### config.mk
export PLATFORM = sky130hd
export DESIGN_NAME = hex_display_scheduler
export DESIGN_NICKNAME = d
export VERILOG_FILES = /design/src/rtl/hex_disp_pkg.sv /design/src/rtl/hex_display_scheduler_enc.sv /design/src/rtl/hex_display_scheduler.sv
export SDC_FILE = /design/constraint.sdc
export NUM_CORES = 1
export LEC_CHECK = 0
export ABC_AREA = 1
export CAP_MARGIN = 20
export CORE_ASPECT_RATIO = 0.75
export CORE_MARGIN = 2
export CORE_UTILIZATION = 40
export CTS_BUF_LIST = sky130_fd_sc_hd__clkbuf_4 sky130_fd_sc_hd__clkbuf_8
export DETAILED_ROUTE_END_ITERATION = 12
export PLACE_DENSITY = 0.65
export SLEW_MARGIN = 25
export SYNTH_ARGS = -nofsm -noshare
export SYNTH_HDL_FRONTEND = slang
export SYNTH_HIERARCHICAL = 1
export SYNTH_SLANG_ARGS = --single-unit
export TNS_END_PERCENT = 10
### constraint.sdc
create_clock -name clk -period 2.25 [get_ports clk]
set_input_delay 0.225 -clock clk [delete_from_list [all_inputs] [get_ports clk]]
set_output_delay 0.225 -clock clk [all_outputs]
set_load 0.01 [all_outputs]
### src/rtl/hex_disp_pkg.sv
// Shared types and constants for the HEX display scheduler.
// Contents: FSM state enum, Avalon write-word layout, blank pattern and the
// 4-bit to active-low 7-segment lookup (bit0 = segment a ... bit6 = segment g).
package hex_disp_pkg;

  localparam int unsigned SEG_W      = 7;
  localparam int unsigned NIB_W      = 4;
  localparam int unsigned NUM_DIGITS = 4;
  localparam int unsigned VAL_W      = 16;

  localparam logic [27:0] BLANK_PATTERN = 28'hFFFFFFF;

  typedef enum logic [1:0] {
    IDLE  = 2'd0,
    LOAD  = 2'd1,
    WRITE = 2'd2,
    DWELL = 2'd3
  } state_t;

  // Word written into the HEX PIO data register; seg0 is the rightmost digit.
  typedef struct packed {
    logic [3:0]       pad;
    logic [SEG_W-1:0] seg3;
    logic [SEG_W-1:0] seg2;
    logic [SEG_W-1:0] seg1;
    logic [SEG_W-1:0] seg0;
  } hex_word_t;

  function automatic logic [SEG_W-1:0] seg_lut(input logic [NIB_W-1:0] nib);
    logic [SEG_W-1:0] seg;
    case (nib)
      4'h0:    seg = 7'h40;
      4'h1:    seg = 7'h79;
      4'h2:    seg = 7'h24;
      4'h3:    seg = 7'h30;
      4'h4:    seg = 7'h19;
      4'h5:    seg = 7'h12;
      4'h6:    seg = 7'h02;
      4'h7:    seg = 7'h78;
      4'h8:    seg = 7'h00;
      4'h9:    seg = 7'h10;
      4'hA:    seg = 7'h08;
      4'hB:    seg = 7'h03;
      4'hC:    seg = 7'h46;
      4'hD:    seg = 7'h21;
      4'hE:    seg = 7'h06;
      default: seg = 7'h0E;
    endcase
    return seg;
  endfunction

endpackage

### src/rtl/hex_display_scheduler_enc.sv
// Combinational hex digit encoder: one nibble to an active-low 7-segment code.
// Ports: nibble (4-bit value), seg_c (7-bit segment pattern, a = bit0).
module hex7seg_enc
  import hex_disp_pkg::*;
(
  input  logic [NIB_W-1:0] nibble,
  output logic [SEG_W-1:0] seg_c
);

  always_comb seg_c = seg_lut(nibble);

endmodule

### src/rtl/hex_display_scheduler.sv
// Rotates NUM_CH 16-bit sensor readings onto the four-digit HEX display,
// writing each encoded pattern to the HEX PIO through an Avalon-MM master.
// Ports: clk/reset_n (sync, active-low); ch_data/ch_valid shadow loads;
// hold freezes rotation; blank forces all segments off; avm_* Avalon write
// master; cur_ch shows the displayed channel; busy is high in LOAD/WRITE.
module hex_display_scheduler
  import hex_disp_pkg::*;
#(
  parameter int unsigned NUM_CH       = 4,
  parameter int unsigned DWELL_CYCLES = 50_000_000
) (
  input  logic                      clk,
  input  logic                      reset_n,
  input  logic [NUM_CH*16-1:0]      ch_data,
  input  logic [NUM_CH-1:0]         ch_valid,
  input  logic                      hold,
  input  logic                      blank,
  output logic [1:0]                avm_address,
  output logic                      avm_chipselect,
  output logic                      avm_write_n,
  output logic [31:0]               avm_writedata,
  input  logic                      avm_waitrequest,
  output logic [$clog2(NUM_CH)-1:0] cur_ch,
  output logic                      busy
);

  localparam int unsigned CH_W  = $clog2(NUM_CH);
  localparam int unsigned CNT_W = $clog2(DWELL_CYCLES);
  localparam logic [CNT_W-1:0] DWELL_LAST = CNT_W'(DWELL_CYCLES - 1);
  localparam logic [CH_W-1:0]  CH_LAST    = CH_W'(NUM_CH - 1);

  state_t           state_q, state_d;
  logic [VAL_W-1:0] shadow_q [NUM_CH];
  logic [CNT_W-1:0] cnt_q, cnt_d;
  logic [CH_W-1:0]  ch_q, ch_d;
  logic             dirty_q, dirty_d, dirty_set_c, dirty_c;
  logic             blank_q;
  logic             load_c;
  logic [VAL_W-1:0] cur_val_c;
  logic [SEG_W-1:0] seg_c [NUM_DIGITS];
  hex_word_t        word_c;

  assign avm_address = 2'b00;
  assign cur_ch      = ch_q;

  // Latest value per channel.
  always_ff @(posedge clk) begin
    if (!reset_n) begin
      for (int unsigned i = 0; i < NUM_CH; i++) shadow_q[i] <= '0;
    end else begin
      for (int unsigned i = 0; i < NUM_CH; i++) begin
        if (ch_valid[i]) shadow_q[i] <= ch_data[VAL_W*i +: VAL_W];
      end
    end
  end

  // Encode the displayed channel.
  assign cur_val_c = shadow_q[ch_q];

  for (genvar d = 0; d < NUM_DIGITS; d++) begin : g_enc
    hex7seg_enc u_enc (
      .nibble (cur_val_c[NIB_W*d +: NIB_W]),
      .seg_c  (seg_c[d])
    );
  end

  always_comb begin
    word_c = '0;
    if (blank) begin
      word_c = hex_word_t'({4'h0, BLANK_PATTERN});
    end else begin
      word_c.seg3 = seg_c[3];
      word_c.seg2 = seg_c[2];
      word_c.seg1 = seg_c[1];
      word_c.seg0 = seg_c[0];
    end
  end

  // Dirty: new data for the shown channel or a blank toggle. The live set
  // term is folded in so a strobe in DWELL reaches LOAD on the next edge.
  assign dirty_set_c = ch_valid[ch_q] | (blank != blank_q);
  assign dirty_c     = dirty_q | dirty_set_c;

  always_comb begin
    dirty_d = dirty_q;
    if (dirty_set_c)           dirty_d = 1'b1;
    else if (state_q == LOAD)  dirty_d = 1'b0;
  end

  // Next-state, dwell counter and channel rotation.
  always_comb begin
    state_d = state_q;
    cnt_d   = cnt_q;
    ch_d    = ch_q;
    load_c  = 1'b0;
    case (state_q)
      IDLE:  state_d = LOAD;
      LOAD: begin
        load_c  = 1'b1;
        state_d = WRITE;
      end
      WRITE: if (!avm_waitrequest) state_d = DWELL;
      DWELL: begin
        // Dwell keeps counting through a refresh; only the terminal step
        // (the advance) is deferred when a refresh is pending.
        if (!hold && cnt_q != DWELL_LAST) cnt_d = cnt_q + CNT_W'(1);
        if (dirty_c) begin
          state_d = LOAD;
        end else if (!hold && cnt_q == DWELL_LAST) begin
          cnt_d   = '0;
          ch_d    = (ch_q == CH_LAST) ? '0 : ch_q + CH_W'(1);
          state_d = LOAD;
        end
      end
      default: state_d = IDLE;
    endcase
  end

  // State, control and Avalon output registers.
  always_ff @(posedge clk) begin
    if (!reset_n) begin
      state_q        <= IDLE;
      cnt_q          <= '0;
      ch_q           <= '0;
      dirty_q        <= 1'b0;
      blank_q        <= 1'b0;
      avm_chipselect <= 1'b0;
      avm_write_n    <= 1'b1;
      avm_writedata  <= '0;
      busy           <= 1'b0;
    end else begin
      state_q        <= state_d;
      cnt_q          <= cnt_d;
      ch_q           <= ch_d;
      dirty_q        <= dirty_d;
      blank_q        <= blank;
      if (load_c) avm_writedata <= word_c;
      avm_chipselect <= (state_d == WRITE);
      avm_write_n    <= (state_d != WRITE);
      busy           <= (state_d == LOAD) || (state_d == WRITE);
    end
  end

endmodule

Word level (Yosys, flattened, before mapping)
Memory sizes are Yosys's and may differ from the RTL's. A register that Yosys moved wholly into a read port is not among the register bits.
Index checks and enable logic that the tools add are counted.
Operators by class
  add/sub/neg operators: 2
  reduce and logical (&&, ||, !) cells: 7
  magnitude comparators: 1
  equal/unequal tests: 10
  multiplexer cells: 33
  bitwise operators: 7
Operators by type and width (number)
  two-way mux 26 bit: 3
  two-way mux 16 bit: 4
  two-way mux 28 bit: 1
  adder 26 x 1 -> 26 bit, second input constant: 1
  equality test 26 bit, second input constant: 1
  != test 26 bit, second input constant: 1
  two-way mux 1 bit: 17
  two-way mux 2 bit: 6
  equality test 2 bit, second input constant: 4
  case mux 2 bit (4 select lines): 1
  bitwise OR 1 bit: 6
  equality test 2 x 1 -> 1 bit, second input constant: 2
  < comparator 2 x 3 -> 1 bit, second input constant: 1
  AND reduction 3 bit: 1
  adder 2 x 1 -> 2 bit, second input constant: 1
  binary-select mux 1 bit (select 2 bit): 1
  logical AND 1 bit: 2
  logical NOT 2 bit: 1
  != test 2 bit, second input constant: 1
  nonzero test 2 bit: 1
  logical NOT 1 bit: 1
  logical OR 1 bit: 1
  != test 1 bit: 1
  NOT 1 bit: 1
Word-level totals
  output and inout port bits: 39
  input port bits: 73
  register bits after elaboration: 63
  bits in writable memories: 64
  bits in read-only memories: 448
  memories kept: 5
  logic and storage cells: 74
Memories
  (no name shown): depth 16, width 7, rd ports 1, clocked after Yosys merged registers in 0, wr ports 0, RTL line hex_disp_pkg.sv:31  | case (nib)
  (no name shown): depth 16, width 7, rd ports 1, clocked after Yosys merged registers in 0, wr ports 0, RTL line hex_disp_pkg.sv:31
  (no name shown): depth 16, width 7, rd ports 1, clocked after Yosys merged registers in 0, wr ports 0, RTL line hex_disp_pkg.sv:31
  (no name shown): depth 16, width 7, rd ports 1, clocked after Yosys merged registers in 0, wr ports 0, RTL line hex_disp_pkg.sv:31
  shadow_q: depth 4, width 16, rd ports 1, clocked after Yosys merged registers in 1, wr ports 4, RTL line hex_display_scheduler.sv:33  | logic [VAL_W-1:0] shadow_q [NUM_CH];

Depth between registers and ports, before layout
  depth after elaboration: 8
  gate-level depth with buffers: 13
  depth with buffers taken out: 12

Modules after synthesis
The synthesis kept the hierarchy.
Modules (own cells, without submodules)
  hex_display_scheduler: times used 1, sequential area each 3223.1 um^2, area each 5865.6 um^2, cells an instance 724
  hex7seg_enc: times used 4, sequential area each 0.0 um^2, area each 274.0 um^2, cells an instance 49

Least setup slack after synthesis
Ideal clock, no wire load.
  kind: reg-to-reg
  start: register with a tool-made name
  end: register avm_writedata[24]
  setup time: 0.132 ns
  clock period less this slack: 2.042 ns
  arrival: 1.910 ns
  required time: 2.118 ns
  slack: 0.208 ns
  cell stages (with the launch flop): 12
  path buffers: 1
  path through: dfxtp_1 > inv_1 > clkbuf_1 > nor2_1 > o22ai_1 > inv_1 > ha_1 > nand2_1 > nand3_1 > nand2_1 > o21ai_0 > a21oi_1
RTL lines
  to (signal assigned): RTL line hex_display_scheduler.sv:137  | if (load_c) avm_writedata <= word_c;
  to (decl): RTL line hex_display_scheduler.sv:21  | output logic [31:0] avm_writedata,

==> out/metrics.cfg <==
[timing]
grt_setup_unrepaired = yes
slew-limit-headroom_pct = 63.2
max_freq_mhz = 482
period_share_pct = 92.2
finalHoldViolCount = 0
period_minus_slack_ps = 2080
setup_viol = 0
tightest_slew_ps = 551
slew_viol_final = 0
finalClockSkew_ps = 18.0
hold_slack_ps = 409

[pwr]
p_leak_nw = 3.87
power_frac_seq_pct = 47.7
p_comb_share_pct = 16.0
intPower_mw = 4.07
p_per_area_nw_per_um2 = 647
sw_frac_of_total_pct = 28.2
power_frac_clock_pct = 36.2
switchingPower_mw = 1.60
peakVddDrop_uv = 357
finalPower_mw = 5.67

[synthesis]
yosysTopAreaCell = edfxtp_1
synth.ff_latch_count = 129
yosysSeqAreaShare_pct = 46.3
netlist_top_cells_area = edfxtp_1, dfxtp_1, nand2_1, nor2_1, inv_1
synth.most_common_cell = nand2_1
synth_top_area_share_pct = 27.6
ys.flop_type = dfxtp_1
syn_area_um2 = 6960
synth_edf_count = 64
synth.distinct_cells = 30
synth_warnings = 6
synthTopCellsByCount = nand2_1, nor2_1, inv_1
synthCells = 920
async_flop_share_pct = 0
syn_area_per_cell_um2 = 7.57

[clock_tree]
clk_latency_ps = 450
cts_buffer_depth = 2
path_clk_slew_ps = 80
htree_levels = 4
cts.sinks = 129
cts_tree = yes
numCtsBuffers = 17
cts-root-buf = clkbuf_8

[grt]
grt_pass1_wl_mm = 28.0
track_usage_pct = 19.2
gr-total-overflow = 0
grt_max_degree = 37
antenna_found_initial = 0
grt_pass1_vias = 5427

[drt]
wl_met1_mm = 9.14
dr.pass1.iters = 5
highest_layer = met4
wl_per_cell_um = 13.4
drt_iter0_drc = 526
vias_per_cell = 4.79
met3WireLength_mm = 1.24
vias = 6064
drtAntennaViolNets = 0
drt-total-wl_mm = 17.0
met2_length_mm = 6.42
drc_errors = 0

[worst_setup_path]
critPathKind = reg -> reg
start_kind = flop
required_ps = 2570
worstPathArrival_ps = 2400
end_kind = flop
path_max_fanout = 28

[placement]
hpwlAfterDp_mm = 12.9
portBuffers = 105
gp_congestion = 0.893

[flow_run]
max-cap-violations = 0

[cells_and_area]
nNetsFinal = 1144
area_delta_synth_final_pct = 25.9
layout-drive-gt1-share_pct = 9.51
fill_cells = 1623
diodes = 0

[floorplanning]
initial_core_util_pct = 41.1
die_h_um = 118
core_um2 = 16900
dieArea_um2 = 18500
die_x_um = 156
io_pins = 112
fp-row-count = 41

[run_status]
status = finished, final reports clean

[hold_path]
min-delay-start = ch_data[26]
min_path_type = in -> reg

==> layout by cell type (no fill, tap or decap), drive strengths merged <==
master,Yosys,final
xor2,7,7
conb,1,6
clkinv,0,3
clkbuf,25,17
buf,17,32
clkdlybuf4s50,0,105
inv,134,143
nor2,169,169
xnor2,2,2
nand4,12,12
o21ai,79,79
clkinvlp,0,1
dfxtp,65,65
and2,1,1
ha,32,32
nor3,6,6
or2,5,5
a31o,1,1
bufinv,0,2
o22ai,16,16
nand3,56,56
edfxtp,64,64
a21oi,34,34
nand2,194,194
==> power by group through the flow <==
stage / registers (mW) / logic (mW) / clock network [mW]
after floorplan: 2.76 / 0.479 / 0
after global placement: 2.76 / 0.898 / 0
after detailed placement: 2.76 / 0.902 / 0
after CTS: 2.70 / 0.905 / 2.10
after global routing: 2.72 / 1.02 / 2.20
final: 2.71 / 0.908 / 2.05
==> repair_timing <==
item	CTS	global route
gates resized for setup	0	9
setup buffers	0	0
hold buffers	0	0
endpoints found under the setup margin	0	21
==> area by class of cell <==
type | instances | area (um^2) | share of cell area, %
Clock buffer | 17 | 234 | 2.67
Clock inverter | 15 | 171 | 1.96
Inverter | 134 | 503 | 5.74
Multi-Input combinational cell | 620 | 3050 | 34.9
Sequential cell | 129 | 3220 | 36.8
Tap cell | 215 | 269 | 3.07
Timing Repair Buffer | 137 | 1310 | 14.9
==> layer usage <==
metal  GRT usage [%]  up-vias
met5               0        -
met4            6.02        0
met3            3.63       16
met2            24.9      224
met1            31.2     2674
li1                -     3150
==> final timing paths <==
path	cells after the start	to	slack [ps]
worst max-delay path	12	avm_writedata[19]$_SDFFE_PN0P_	170
worst min-delay path	3	shadow_q[1][10]$_SDFFCE_PN0P_	410
worst max register to register	12	avm_writedata[19]$_SDFFE_PN0P_	170
worst min register to register	2	avm_writedata[19]$_SDFFE_PN0P_	460
==> logic make-up after synthesis <==
| logic type | share of synthesized area [%] |
|---|---|
| xor+xnor | 1.13 |
| buf+inv | 10.5 |
| simple gates | 26.4 |
| flops | 46.3 |
| fa+ha+maj | 5.75 |
| compound gates | 9.90 |
| other cells | 0.0539 |
==> sequential cells by signal (all words and copies together), names as in the netlist, named ones only <==
| register | cells |
|---|---|
| shadow_q | 64 |
| avm_writedata | 28 |
| cnt_q | 26 |
| cur_ch | 2 |
| state_q | 2 |
| avm_chipselect | 1 |
| avm_write_n | 1 |
| blank_q | 1 |
| busy | 1 |
| dirty_q | 1 |
==> metrics by stage <==
stage	TNS [ps]	setup slack [ps]	instance area, um^2	cells	util [%]
2_1_floorplan	0	208	6980	925	-
3_3_place_gp	0	113	8330	1235	49.2
3_5_place_dp	0	53.9	8330	1235	49.2
4_1_cts	0	51.1	8730	1267	51.6
5_1_grt	-44.1	-22.5	8760	1267	51.8
6_report	0	175	8760	1267	51.8
==> worst max-delay path: stages (launching register included) <==
cell,delay [ps]
dfxtp_1,390
inv_1,110
buf_12,170
o21ai_0,200
o22ai_2,130
buf_4,170
ha_1,190
nand2_1,120
o21ai_1,80
nand2_1,60
nand2_1,60
o21ai_0,180
a21oi_1,90
(Power assumes the default switching activity.)
